[config.mk]
export PLATFORM = sky130hd
export DESIGN_NAME = decoder_2_to_4
export DESIGN_NICKNAME = d
export VERILOG_FILES = /design/src/rtl/decoder_2_to_4.sv
export SDC_FILE = /design/constraint.sdc
export NUM_CORES = 1
export LEC_CHECK = 0
export BUFFER_PORTS_ARGS = -buffer_cell sky130_fd_sc_hd__clkbuf_2
export CAP_MARGIN = 10
export CORE_AREA = 4 4 41 43
export CTS_CLUSTER_DIAMETER = 150
export DETAILED_ROUTE_END_ITERATION = 10
export DIE_AREA = 0 0 45 47
export GPL_ROUTABILITY_DRIVEN = 0
export PLACE_DENSITY = 0.33
export SYNTH_ARGS = -nofsm -noshare
export SYNTH_HDL_FRONTEND = slang
export SYNTH_SLANG_ARGS = --single-unit
[constraint.sdc]
create_clock -name clk -period 0.8 [get_ports clk]
set_input_delay 0.08 -clock clk [delete_from_list [all_inputs] [get_ports clk]]
set_output_delay 0.08 -clock clk [all_outputs]
set_load 0.01 [all_outputs]
[src/rtl/decoder_2_to_4.sv]
// 2-to-4 one-hot select decoder with a configurable output stage.
//   sel = {a,b}; y<sel> is active when en=1, and all outputs are inactive otherwise.
//   OUT_REG=1 registers the decode with one cycle of latency. OUT_REG=0 makes the
//   decode combinational.
//   ACTIVE_LOW=1 inverts every output, so the selected output reads 0 and the
//   others read 1.
//   rst is asynchronous and active-high. It forces all outputs inactive in both
//   output-stage configurations.
module decoder_2_to_4 #(
  parameter bit OUT_REG    = 1'b1,
  parameter bit ACTIVE_LOW = 1'b0
) (
  input  logic clk,
  input  logic rst,
  input  logic en,
  input  logic a,
  input  logic b,
  output logic y0,
  output logic y1,
  output logic y2,
  output logic y3
);

  // This mask turns the internal active-high vector into the configured output
  // polarity. With it, "inactive" is always the all-zero internal state.
  localparam logic [3:0] POL_MASK = {4{ACTIVE_LOW}};

  logic [1:0] sel;
  logic [3:0] dec;  // Raw active-high decode. Bit i is set when en && sel == i.
  logic [3:0] act;  // Active-high value after the output stage, gated by reset.

  assign sel = {a, b};

  // Decode the select into a one-hot vector, or into all-zero when en is low.
  always_comb begin
    // NOTE: every bit gets a default before the conditional write, so each path
    // fully assigns dec and no latch is inferred.
    dec = '0;
    if (en) begin
      dec[sel] = 1'b1;
    end
  end

  generate
    if (OUT_REG) begin : g_reg
      // Capture the decode on each rising edge. Reset clears it asynchronously.
      always_ff @(posedge clk or posedge rst) begin
        // NOTE: state updates use non-blocking assignments. All flops then sample
        // pre-edge values and no ordering race exists between processes.
        if (rst) begin
          act <= '0;
        end else begin
          act <= dec;
        end
      end
    end else begin : g_comb
      // Pass the decode straight through. rst still gates it to inactive.
      always_comb begin
        act = rst ? 4'b0000 : dec;
      end
    end
  endgenerate

  // Apply output polarity. This is a pure inversion, so registered outputs still
  // change only on clock edges or on reset.
  assign {y3, y2, y1, y0} = act ^ POL_MASK;

endmodule

# Yosys cells after proc, flatten, opt, wreduce, memory -nomap -nowiden
# Index checks and enable logic that the tools add are counted.
# W data, S select, Z words.
dict set report word_totals {
  reg_bits 4
  romBits 0
  input_bits 5
  out_inout_bits 4
  word_cells 7
  mem_bits_rw 0
  n_memories 0
  latchBits 0
}
dict set report classes {
  reduce_logical 1
  shifts 0
  n_bitwise 0
  muxes 3
  magnitude_cmp 2
  multipliers 0
  n_eq_ne 0
  add_sub_neg 0
  div_mod_pow 0
}
# op count
set ops {}
lappend ops {{$mux W4} 1}
lappend ops {{$lt A2 B3 Y1 const B} 1}
lappend ops {{$demux W1 S2} 1}
lappend ops {{$ge A2 B1 Y1 const B} 1}
lappend ops {{$logic_and A1 B1 Y1} 1}
lappend ops {{$mux W1} 1}

# Longest topological paths before layout
dict set report logic_depth {
  word_depth 5
  mapped_depth 1
  ltp_nobuf 1
}

# Worst setup path after synthesis
# Ideal clock, no wire load.
dict set report synth_timing {
  path_type {register to output}
  startpoint {register act[0]}
  endpoint {output y0}
  t_required_ps 720
  slack_ps 344
  path_buffers 0
  arrival_ps 376
  path_stages_with_launch 1
  cell_sequence {dfrtp_1}
}
# element line_no
set synth_lines {}
lappend synth_lines {{start: declaration} 30} ;# logic [3:0] act;
lappend synth_lines {{start signal: assignment} 51} ;# act <= '0;
lappend synth_lines {{start signal: assignment} 53} ;# act <= dec;
lappend synth_lines {{end: declaration} 18} ;# output logic y0,
# No word-level cell between the ends.

# Final worst setup path
dict set report layout_timing {
  startpoint {register act[1]}
  endpoint {output y1}
}
# element line_no
set layout_lines {}
lappend layout_lines {{end: declaration} 19} ;# output logic y1,
# No word-level cell between the ends.

==> impl.org <==
** Status
- The flow ran to the end, and the final reports show no timing, DRC or antenna violations.

** Pwr
- Cell internal power was estimated by the tool at 0.000400 W.
- Static power due to leakage :: ~0.13 nW
- The share of total power dissipated in sequential elements is 0.431.
- Power share of the clock group :: 0.485
- Dividing total power by cell area gives a power density of 2130 nW/um^2.
- Max VDD drop :: ~0.34 mV
- The analysis attributes to net switching a power of ~0.000095 W.
- Comb power frac :: 0.085
- Of the total power, the share spent switching nets is 0.191.

** Die
- The initial utilization of the core area, before any placement, comes to 0.109.
- Total Die Area :: between 2000 and 2500 sq um
- In this run the vertical extent of the chip is 47 um.
- The floorplan has 13 rows.
- I/O pin count :: 9
- Measured along the x axis, the die boundary spans about 45 um.
- Core Area :: around 1300 sq um

** Min path
- Worst hold path type :: in -> reg

** Layout
- The library cells used most frequently in the layout, excluding fill and tap cells, are clkbuf_2, dfrtp_1, clkbuf_4.
- Leading registers by flop count :: act (4)
- For this run, the number of standard cells in the final layout without fillers is 36.
- Area growth from synthesis to layout :: 64.6%
- The library cell used most frequently in the layout, excluding fill and tap cells, is clkbuf_2.
- Number of nets in the layout :: 28
- The register with the most flip-flops in the final layout is act.
- 0 antenna diodes ended up in the layout.
- Number of flip-flops under the largest register name :: 4
- In the final layout, the share of cells above drive strength 1 is 0.619.

** Drt
- After detailed routing, the total wire length is 279 um.
- Summing over every cut layer, the via total after detailed routing is ~110.
- After detailed routing, the number of remaining DRC violations is 0.
- Dividing the detail-routed via count by the number of cells gives 3.08.
- In the final routed layout, each cell accounts on average for just under 8 um.
- The count of nets left with antenna violations once routing finished came out at 0.
- The detailed router finished its first iteration with 0 violations.
- For this run, the detailed router's first-pass iteration total came to 1.

** Synth
- Post-Synthesis Cells :: 9
- Unique masters post-synth :: 5
- The share of synthesized area in the top cell type comes to 0.708.
- Number of flip-flops and latches in the synthesized netlist :: 4
- Top cells by area, synth :: dfrtp_1, and3b_1, nor3b_2
- The synthesized netlist occupies a cell area of 141 sq um.
- Cell type with the largest total area after synthesis :: dfrtp_1
- The average instance in the mapped netlist occupies ~16 sq um.
- The share of the Yosys chip area taken by registers is 0.708.
- Synthesis warning total :: 0
- Synthesized net count :: 14

** Clock network
- Clock H-tree levels :: 1
- Clock tree synthesis found a total of 4 sinks.
- Root cell of the clock tree :: clkbuf_4
- Post-CTS Resized :: 0
- Buffers added to address setup during post-CTS repair amount to 0.
- TritonCTS clock tree :: built
- Register clock-pin slew on the reported worst setup and hold paths :: 40 ps
- No sink is reached through more buffers than the 2 on the longest clock path.
- Counting the buffers created by CTS gives 3.

** Timing
- For the finished layout, the period the worst path requires is 785 ps.
- Worst hold slack :: 50.0 ps
- Setup repair after global routing could not meet its margin everywhere.
- The worst pin sits at a relative slew slack of 0.911.
- The final number of max-transition violations is 0.
- Fmax achieved :: 1270 MHz
- Setup violations remaining at the end of the flow were counted as 0.
- Hold Vio Cnt, Final :: 0
- At the pin with the least slew margin, the transition time is around 130 ps.
- Of the available clock period, the critical path in the final layout requires 0.981.

** Setup path
- STA classifies the critical path endpoint as a primary output.
- Cells along the critical path :: clkbuf_2
- Largest delay contributor family on the critical path :: flip-flops
- The slowest stage of the critical path is the dfrtp_1 cell.
- In this design, the stage delay of the slowest critical-path cell is around 360 ps.
- Along the worst path, the maximum fanout reaches 1.
- Arrival time at the worst endpoint :: around 710 ps
- Data required time of the critical path :: a little over 700 ps
- The worst setup path is launched from a flop.
- The critical path in this run is classified as reg -> out.
- Counting both buffers and inverters, the worst setup path holds a total of 1.

** Global routing
- Entering global routing, the biggest net connects 5 pins.
- Number of global-route vias before repair :: 123
- For this run, global-route usage on met3 was measured as 0.
- For this run, the total global-route usage over all layers was measured as 0.0381.
- The first global-routing pass estimated about 460 um of wire.
- M1 GR Usage :: 0.0416
- Highest-utilization routing layer at the global route stage :: met4
- Grt total ovfl :: 0
- Initial antenna violation count :: 0
- For this run, global-route usage on met2 was measured as 0.0339.

** Flow run
- Maximum Capacitance Violations :: 0

** Placed design
- Buffers placed on the I/O ports in this run total 8.
- Once placement completed, the tool counted placed cells totaling 32.
## path summary, 6_finish.rpt
kind	depth (start not counted)	endpoint	start	slack [ps]
hold / removal	2	act[0]	b	50
min in group asynchronous	3	act[3]	rst	250
max in group asynchronous	3	act[1]	rst	400
setup / recovery	1	y1	act[1]	10
## final cells by class
class                   instances  area (sq um)
fillers                       149          1070
well taps                      15          18.8
clock buffers                   3          22.5
flip-flops and latches          4           100
inverters                       1          3.75
multi-input cells               4          37.5
repair buffers                  9          50.0
## per-stage QoR
stage	setup WS [ps]	power [W]	setup TNS, ps	instance area, sq um	util
after floorplan	344	0.000231	0	141	-
after global placement	258	0.000254	0	200	0.154
after detailed placement	250	0.000255	0	200	0.154
after CTS	-0.319	0.000514	-0.319	233	0.179
after global routing	-16.0	0.000520	-30.4	233	0.179
final	14.9	0.000495	0	233	0.179
## synth_stat cells
| cell | number |
|---|---|
| inv_1 | 1 |
| and3b_1 | 2 |
| dfrtp_1 | 4 |
| and3_2 | 1 |
| nor3b_2 | 1 |
## kinds of logic after synthesis
| family | count (synthesis) | synth area share |
|---|---|---|
| buf+inv | 1 | 0.0265 |
| simple gates | 4 | 0.266 |
| flops | 4 | 0.708 |
## metal layers
layer	vias to the layer above	wire, um
li1	54	-
met1	45	120
met2	10	92
met3	2	45
met4	0	19
met5	-	0
## power groups by stage
stage	logic, W	clock network [W]	registers, W
final	0.0000419	0.000240	0.000213
after global routing	0.0000475	0.000259	0.000214
after CTS	0.0000429	0.000258	0.000213
after detailed placement	0.0000388	0	0.000216
after global placement	0.0000385	0	0.000215
after floorplan	0.0000112	0	0.000220
## timing repair
action / in CTS / in global routing
endpoints found under the setup margin: 1 / 4
hold endpoints to repair: 4 / 0
hold buffers: 1 / 0
cloned: 0 / 0
No activity file was read; power rests on OpenSTA's default activity.
